<file path="src/rtl/tdma_job_launcher_if.sv">
// Job descriptor, register-bus and completion signals of the TDMA job launcher.
// master = launcher side (drives the register bus), slave = environment side.
interface tdma_job_launcher_if;
  logic        job_valid_i, job_ready_o;
  logic [63:0] job_src_i, job_dst_i, job_len_i;
  logic [2:0]  job_conf_i;
  logic        reg_valid_o, reg_write_o;
  logic [7:0]  reg_wstrb_o;
  logic [63:0] reg_addr_o, reg_wdata_o;
  logic        reg_ready_i, reg_error_i;
  logic [63:0] reg_rdata_i;
  logic        rsp_valid_o, rsp_ready_i;
  logic [63:0] rsp_id_o;
  logic        rsp_err_o;
  logic        busy_o;

  modport master (
    input  job_valid_i, job_src_i, job_dst_i, job_len_i, job_conf_i,
           reg_ready_i, reg_error_i, reg_rdata_i, rsp_ready_i,
    output job_ready_o, reg_valid_o, reg_write_o, reg_wstrb_o, reg_addr_o,
           reg_wdata_o, rsp_valid_o, rsp_id_o, rsp_err_o, busy_o
  );

  modport slave (
    output job_valid_i, job_src_i, job_dst_i, job_len_i, job_conf_i,
           reg_ready_i, reg_error_i, reg_rdata_i, rsp_ready_i,
    input  job_ready_o, reg_valid_o, reg_write_o, reg_wstrb_o, reg_addr_o,
           reg_wdata_o, rsp_valid_o, rsp_id_o, rsp_err_o, busy_o
  );
endinterface

</file>
<file path="src/rtl/tdma_job_launcher.sv">
// Takes a DMA job descriptor, programs the tdma config registers over the
// register bus, launches it by reading NEXT_ID and returns the ID/error.
module tdma_job_launcher #(
  parameter logic [63:0] BASE_ADDR = 64'h0,
  parameter int unsigned TIMEOUT   = 1024
) (
  input logic                 clk_i,
  input logic                 rst_ni,
  tdma_job_launcher_if.master bus
);
  localparam int unsigned CW = (TIMEOUT > 0) ? $clog2(TIMEOUT + 1) : 1;

  localparam logic [63:0] OFS_SRC  = 64'h00;
  localparam logic [63:0] OFS_DST  = 64'h08;
  localparam logic [63:0] OFS_LEN  = 64'h10;
  localparam logic [63:0] OFS_CONF = 64'h18;
  localparam logic [63:0] OFS_ID   = 64'h28;

  typedef enum logic [2:0] {IDLE, WR_SRC, WR_DST, WR_LEN, WR_CONF, RD_ID, RESP} state_e;

  typedef struct packed {
    logic [63:0] src;
    logic [63:0] dst;
    logic [63:0] len;
    logic [2:0]  conf;
  } desc_t;

  state_e        state_q, state_d;
  desc_t         desc_q;
  logic [CW-1:0] cnt_q, cnt_inc;
  logic [63:0]   rsp_id_q;
  logic          rsp_err_q;
  logic          accept, req_done, stall, timeout;

  assign accept   = (state_q == IDLE) && bus.job_valid_i;
  assign req_done = bus.reg_valid_o && bus.reg_ready_i;
  assign stall    = bus.reg_valid_o && !bus.reg_ready_i;
  assign cnt_inc  = (&cnt_q) ? cnt_q : cnt_q + CW'(1);
  // Abort on the edge that ends the TIMEOUT-th stalled cycle, so reg_valid_o
  // is gone the very next cycle.
  assign timeout  = (TIMEOUT != 0) && stall && (cnt_inc == CW'(TIMEOUT));

  always_ff @(posedge clk_i or negedge rst_ni) begin
    if (!rst_ni) state_q <= IDLE;
    else         state_q <= state_d;
  end

  always_comb begin
    state_d = state_q;
    case (state_q)
      IDLE:    if (bus.job_valid_i) state_d = (bus.job_len_i == '0) ? RESP : WR_SRC;
      WR_SRC:  if (req_done) state_d = bus.reg_error_i ? RESP : WR_DST;
               else if (timeout) state_d = RESP;
      WR_DST:  if (req_done) state_d = bus.reg_error_i ? RESP : WR_LEN;
               else if (timeout) state_d = RESP;
      WR_LEN:  if (req_done) state_d = bus.reg_error_i ? RESP : WR_CONF;
               else if (timeout) state_d = RESP;
      WR_CONF: if (req_done) state_d = bus.reg_error_i ? RESP : RD_ID;
               else if (timeout) state_d = RESP;
      RD_ID:   if (req_done || timeout) state_d = RESP;
      RESP:    if (bus.rsp_ready_i) state_d = IDLE;
      default: state_d = IDLE;
    endcase
  end

  always_comb begin
    bus.job_ready_o = (state_q == IDLE);
    bus.busy_o      = (state_q != IDLE);
    bus.rsp_valid_o = (state_q == RESP);
    bus.rsp_id_o    = rsp_id_q;
    bus.rsp_err_o   = rsp_err_q;
    bus.reg_valid_o = 1'b0;
    bus.reg_write_o = 1'b0;
    bus.reg_wstrb_o = 8'h00;
    bus.reg_addr_o  = '0;
    bus.reg_wdata_o = '0;
    if (state_q inside {WR_SRC, WR_DST, WR_LEN, WR_CONF}) begin
      bus.reg_valid_o = 1'b1;
      bus.reg_write_o = 1'b1;
      bus.reg_wstrb_o = 8'hFF;
    end
    case (state_q)
      WR_SRC:  begin bus.reg_addr_o = BASE_ADDR + OFS_SRC;  bus.reg_wdata_o = desc_q.src; end
      WR_DST:  begin bus.reg_addr_o = BASE_ADDR + OFS_DST;  bus.reg_wdata_o = desc_q.dst; end
      WR_LEN:  begin bus.reg_addr_o = BASE_ADDR + OFS_LEN;  bus.reg_wdata_o = desc_q.len; end
      WR_CONF: begin bus.reg_addr_o = BASE_ADDR + OFS_CONF; bus.reg_wdata_o = {61'b0, desc_q.conf}; end
      RD_ID:   begin bus.reg_addr_o = BASE_ADDR + OFS_ID;   bus.reg_valid_o = 1'b1; end
      default: ;
    endcase
  end

  always_ff @(posedge clk_i or negedge rst_ni) begin
    if (!rst_ni) begin
      desc_q    <= '0;
      cnt_q     <= '0;
      rsp_id_q  <= '0;
      rsp_err_q <= 1'b0;
    end else begin
      if (state_d != state_q) cnt_q <= '0;
      else if (stall)         cnt_q <= cnt_inc;
      if (accept) begin
        desc_q    <= '{bus.job_src_i, bus.job_dst_i, bus.job_len_i, bus.job_conf_i};
        rsp_id_q  <= '0;
        rsp_err_q <= (bus.job_len_i == '0);
      end else if (state_q == RD_ID && req_done) begin
        rsp_id_q  <= bus.reg_rdata_i;
        rsp_err_q <= bus.reg_error_i;
      end else if (timeout || (req_done && bus.reg_error_i)) begin
        rsp_id_q  <= '0;
        rsp_err_q <= 1'b1;
      end
    end
  end
endmodule

</file>
<file path="src/flat_wrapper.sv">
// flat-port wrapper written by rule: the top's interface ports become plain ports
module tdma_job_launcher_flat 
#(
  parameter logic [63:0] BASE_ADDR = 64'h0,
  parameter int unsigned TIMEOUT   = 1024
)
  (clk_i, rst_ni, bus_job_valid_i, bus_job_src_i, bus_job_dst_i, bus_job_len_i, bus_job_conf_i, bus_reg_ready_i, bus_reg_error_i, bus_reg_rdata_i, bus_rsp_ready_i, bus_job_ready_o, bus_reg_valid_o, bus_reg_write_o, bus_reg_wstrb_o, bus_reg_addr_o, bus_reg_wdata_o, bus_rsp_valid_o, bus_rsp_id_o, bus_rsp_err_o, bus_busy_o);
  tdma_job_launcher_if bus_i ();
  input logic clk_i;
  input logic rst_ni;
  input wire logic [$bits(bus_i.job_valid_i)-1:0] bus_job_valid_i;
  input wire logic [$bits(bus_i.job_src_i)-1:0] bus_job_src_i;
  input wire logic [$bits(bus_i.job_dst_i)-1:0] bus_job_dst_i;
  input wire logic [$bits(bus_i.job_len_i)-1:0] bus_job_len_i;
  input wire logic [$bits(bus_i.job_conf_i)-1:0] bus_job_conf_i;
  input wire logic [$bits(bus_i.reg_ready_i)-1:0] bus_reg_ready_i;
  input wire logic [$bits(bus_i.reg_error_i)-1:0] bus_reg_error_i;
  input wire logic [$bits(bus_i.reg_rdata_i)-1:0] bus_reg_rdata_i;
  input wire logic [$bits(bus_i.rsp_ready_i)-1:0] bus_rsp_ready_i;
  output wire logic [$bits(bus_i.job_ready_o)-1:0] bus_job_ready_o;
  output wire logic [$bits(bus_i.reg_valid_o)-1:0] bus_reg_valid_o;
  output wire logic [$bits(bus_i.reg_write_o)-1:0] bus_reg_write_o;
  output wire logic [$bits(bus_i.reg_wstrb_o)-1:0] bus_reg_wstrb_o;
  output wire logic [$bits(bus_i.reg_addr_o)-1:0] bus_reg_addr_o;
  output wire logic [$bits(bus_i.reg_wdata_o)-1:0] bus_reg_wdata_o;
  output wire logic [$bits(bus_i.rsp_valid_o)-1:0] bus_rsp_valid_o;
  output wire logic [$bits(bus_i.rsp_id_o)-1:0] bus_rsp_id_o;
  output wire logic [$bits(bus_i.rsp_err_o)-1:0] bus_rsp_err_o;
  output wire logic [$bits(bus_i.busy_o)-1:0] bus_busy_o;
  assign bus_i.job_valid_i = bus_job_valid_i;
  assign bus_i.job_src_i = bus_job_src_i;
  assign bus_i.job_dst_i = bus_job_dst_i;
  assign bus_i.job_len_i = bus_job_len_i;
  assign bus_i.job_conf_i = bus_job_conf_i;
  assign bus_i.reg_ready_i = bus_reg_ready_i;
  assign bus_i.reg_error_i = bus_reg_error_i;
  assign bus_i.reg_rdata_i = bus_reg_rdata_i;
  assign bus_i.rsp_ready_i = bus_rsp_ready_i;
  assign bus_job_ready_o = bus_i.job_ready_o;
  assign bus_reg_valid_o = bus_i.reg_valid_o;
  assign bus_reg_write_o = bus_i.reg_write_o;
  assign bus_reg_wstrb_o = bus_i.reg_wstrb_o;
  assign bus_reg_addr_o = bus_i.reg_addr_o;
  assign bus_reg_wdata_o = bus_i.reg_wdata_o;
  assign bus_rsp_valid_o = bus_i.rsp_valid_o;
  assign bus_rsp_id_o = bus_i.rsp_id_o;
  assign bus_rsp_err_o = bus_i.rsp_err_o;
  assign bus_busy_o = bus_i.busy_o;
  tdma_job_launcher #(.BASE_ADDR(BASE_ADDR), .TIMEOUT(TIMEOUT)) u_core (.clk_i(clk_i), .rst_ni(rst_ni), .bus(bus_i));
endmodule
</file>
<file path="config.mk">
export PLATFORM = sky130hd
export DESIGN_NAME = tdma_job_launcher_flat
export DESIGN_NICKNAME = d
export VERILOG_FILES = /design/src/rtl/tdma_job_launcher_if.sv /design/src/rtl/tdma_job_launcher.sv /design/src/flat_wrapper.sv
export SDC_FILE = /design/constraint.sdc
export NUM_CORES = 1
export LEC_CHECK = 0
export CAP_MARGIN = 10
export CORE_AREA = 3 3 181 183
export DETAILED_ROUTE_END_ITERATION = 10
export DIE_AREA = 0 0 184 186
export PLACE_DENSITY = 0.8
export SYNTH_ARGS = -nofsm -noshare
export SYNTH_HDL_FRONTEND = slang
export SYNTH_SLANG_ARGS = --single-unit
</file>
<file path="constraint.sdc">
create_clock -name clk_i -period 7.5 [get_ports clk_i]
set_input_delay 1.5 -clock clk_i [delete_from_list [all_inputs] [get_ports clk_i]]
set_output_delay 1.5 -clock clk_i [all_outputs]
set_load 0.1 [all_outputs]
</file>
==> flow_metrics.tcl <==
set metrics [dict create \
    grt_pass1_vias 11019 \
    ios 471 \
    drt_iter0_drc 822 \
    synthToLayoutAreaGrowth_pct 40.10 \
    drtAntennaViolNets 0 \
    synth_ff_type "dfrtp_1" \
    drive_gt1_frac 0.07632 \
    cap_violations 0 \
    maxSlewViolCount 0 \
    async_reset_ff_frac 1.000 \
    clk_latency_ns 0.55 \
    stdcell_area_mm2 0.01801 \
    gp_congestion 0.8131 \
    final_nets 2037 \
    core_area_mm2 0.03139 \
    post_dp_cell_area_mm2 0.01687 \
    min_from "u_core.desc_q[60]" \
    cts_setup_buffers 0 \
    timing.fmax_mhz 187.8 \
    initial_core_util 0.4095 \
    cts_buffers 31 \
    worst_r2r_path_depth 5 \
    n_fill_cell 2666 \
    cp_slowest_cell "clkdlybuf4s50_1" \
    cts_tree "built" \
    num_rows 65 \
    antenna_found_initial 3 \
    cts_resized 0 \
    path_cells "nor2b_4 > buf_4 > a22oi_1 > nor2_1 > clkdlybuf4s50_1" \
    first_pass_iters 5 \
    seq_area_frac_synth 0.5333 \
    post-route-min-period_ns 5.325 \
    routed_wl_mm 38.96 \
    synth_edf_count 0 \
    vias 11230 \
    synthTopCellsByArea "dfrtp_1 (53%), nand2_1 (18%), mux2_2 (5.7%), a22o_1 (4.4%), buf_4 (4.1%)" \
    r2r_slack_ns 3.94 \
    worst_path_largest_cell_delay_ns 1.17 \
    io_buffers 409 \
    post-dp-hpwl_mm 27.01 \
    grt_overflow 0 \
    startpoint_type "flop" \
    layout_setup_ws_ns 2.175 \
    synth_cells 1425 \
    crit_fanout 80 \
    hold_class "reg -> reg" \
    postLayoutCoreUtil 0.5737 \
    setup_viol 0 \
    worstHoldPathCells 2 \
    cts_buffer_depth 3 \
    post-place-ws_ns 2.813 \
    worstSetupPathType "reg -> out" \
    r2r-start "u_core.state_q[1]" \
    syn-mean-instance-area_um2 9.022 \
    viasPerCell 5.105 \
    post-route-period-util 0.7100 \
    grt_max_degree 157 \
    grt_usage 0.2160 \
    wire_per_inst_um 17.71 \
    netlist_area_mm2 0.01286 \
    die_area_mm2 0.03422 \
    relSlewSlack 0.2733 \
    synth_top_area_share 0.5333 \
    ys_types 49 \
    drc 0 \
    die_y_um 186 \
    grt_pass1_wl_mm 59.65 \
    final.setup.tns_ns 0 \
    die_w_um 184 \
    rsz0062_at_grt "no" \
    skew_ns 0.01199 \
    status "finished, final reports clean" \
    cts.sinks 274 \
    crit_arrival_ns 3.83 \
    cts_hold_buf 0 \
    cts.htree.levels 1 \
    root_buffer "clkbuf_16" \
    reg2reg_to "u_core.desc_q[116]" \
    min_to "u_core.desc_q[60]" \
    cp.required_ns 6.00 \
    yosysTopAreaCell "dfrtp_1" \
    ys_ff_latch 274 \
    endpoint_kind "output pin" \
    clk_pin_slew_ns 0.06 \
    worstMarginPinSlew_ns 1.090 \
    ys_warn_count 0 \
    timing.final.hold_violations 0 \
]
critical path, delay by kind of cell, from the launching register on:
kind                   cells  cell delay, ns
AOI/OAI and AO/OA          1            0.20
buffers and inverters      2            1.74
DFF                        1            0.78
and+or+nand+nor            2            0.45
worst max-delay path by stage:
stage	from	to	cells past startpoint
2_1_floorplan	u_core.state_q[2]	bus_reg_wstrb_o[0]	5
3_3_place_gp	u_core.state_q[1]	bus_reg_wdata_o[7]	5
3_5_place_dp	u_core.state_q[1]	bus_reg_wdata_o[3]	5
4_1_cts	u_core.state_q[1]	bus_reg_wdata_o[3]	5
5_1_grt	u_core.state_q[1]	bus_reg_wdata_o[3]	5
6_report	u_core.state_q[1]	bus_reg_wdata_o[3]	5
stage by stage:
| step | hold WS, ns | cells |
|---|---|---|
| after floorplan | 0.4401 | 1485 |
| after global placement | 0.4522 | 2139 |
| after detailed placement | 0.4567 | 2139 |
| after CTS | 0.4709 | 2196 |
| after global routing | 0.4759 | 2200 |
| final | 0.4674 | 2200 |
Yosys cell counts (all sizes together) (2+ instances only):
library cell and n:
nor2b 7, and2 2, a211oi 5, nor4 19
nand3 5, a31oi 2, a22o 64, a21oi 9
a311oi 2, mux2 65, dfrtp 274, mux2i 2
nor3 4, nand4 6, a22oi 64, xnor2 2
inv 3, buf 85, nor2 83, and3 3
o21ai 10, nand2 602, o311ai 2, clkbuf 81
xor2 2, nand2b 2, nor3b 2
metal layers:
layer,routed length (um),share of wire,global-route usage,vias up
li1,-,-,-,5283
met1,15210,0.39,0.2714,5405
met2,19200,0.49,0.3642,458
met3,3069,0.079,0.05355,84
met4,1470,0.038,0.07802,0
met5,0,0,0,-
registers in the layout, indices dropped and copies added (netlist names):
signal,flops
u_core.bus.rsp_err_o,1
u_core.state_q,3
u_core.bus.rsp_id_o,64
u_core.cnt_q,11
u_core.desc_q,195
layout make-up:
class | instances | area [um2] | share of cell area
flip-flops and latches | 274 | 6865 | 0.3812
diodes | 3 | 7.507 | 0.0004168
multi-input cells | 1042 | 5308 | 0.2947
inverters | 3 | 11.26 | 0.0006252
well taps | 402 | 503.0 | 0.02793
clock inverters | 10 | 181.4 | 0.01007
clock buffers | 47 | 935.9 | 0.05196
repair buffers | 419 | 4199 | 0.2331
cell usage in the layout, fill, tap and decap left out, drive strengths merged, types with 3 or more instances in the layout:
| master | n |
|---|---|
| a211oi | 5 |
| a21oi | 9 |
| a22o | 64 |
| a22oi | 64 |
| and3 | 3 |
| buf | 11 |
| bufinv | 5 |
| clkbuf | 47 |
| clkdlybuf4s50 | 408 |
| clkinv | 3 |
| conb | 61 |
| dfrtp | 274 |
| diode | 3 |
| inv | 4 |
| mux2 | 65 |
| nand2 | 602 |
| nand3 | 5 |
| nand4 | 6 |
| nor2 | 83 |
| nor2b | 7 |
| nor3 | 4 |
| nor4 | 19 |
| o21ai | 10 |
cell families after synthesis:
kind of cell	after synthesis	synth area share
AO/OA/AOI/OAI	169	0.1030
XOR/XNOR	4	0.002726
adder cells (fa/ha/maj)	1	0.0009731
buffers and inverters	169	0.07377
flip-flops	274	0.5333
multiplexers	67	0.05849
other	1	0.0002917
AND/OR/NAND/NOR	740	0.2274
Power is left out: the tool's default activity adds up to more than one toggle a clock period on the data nets, which glitch-free logic cannot reach.
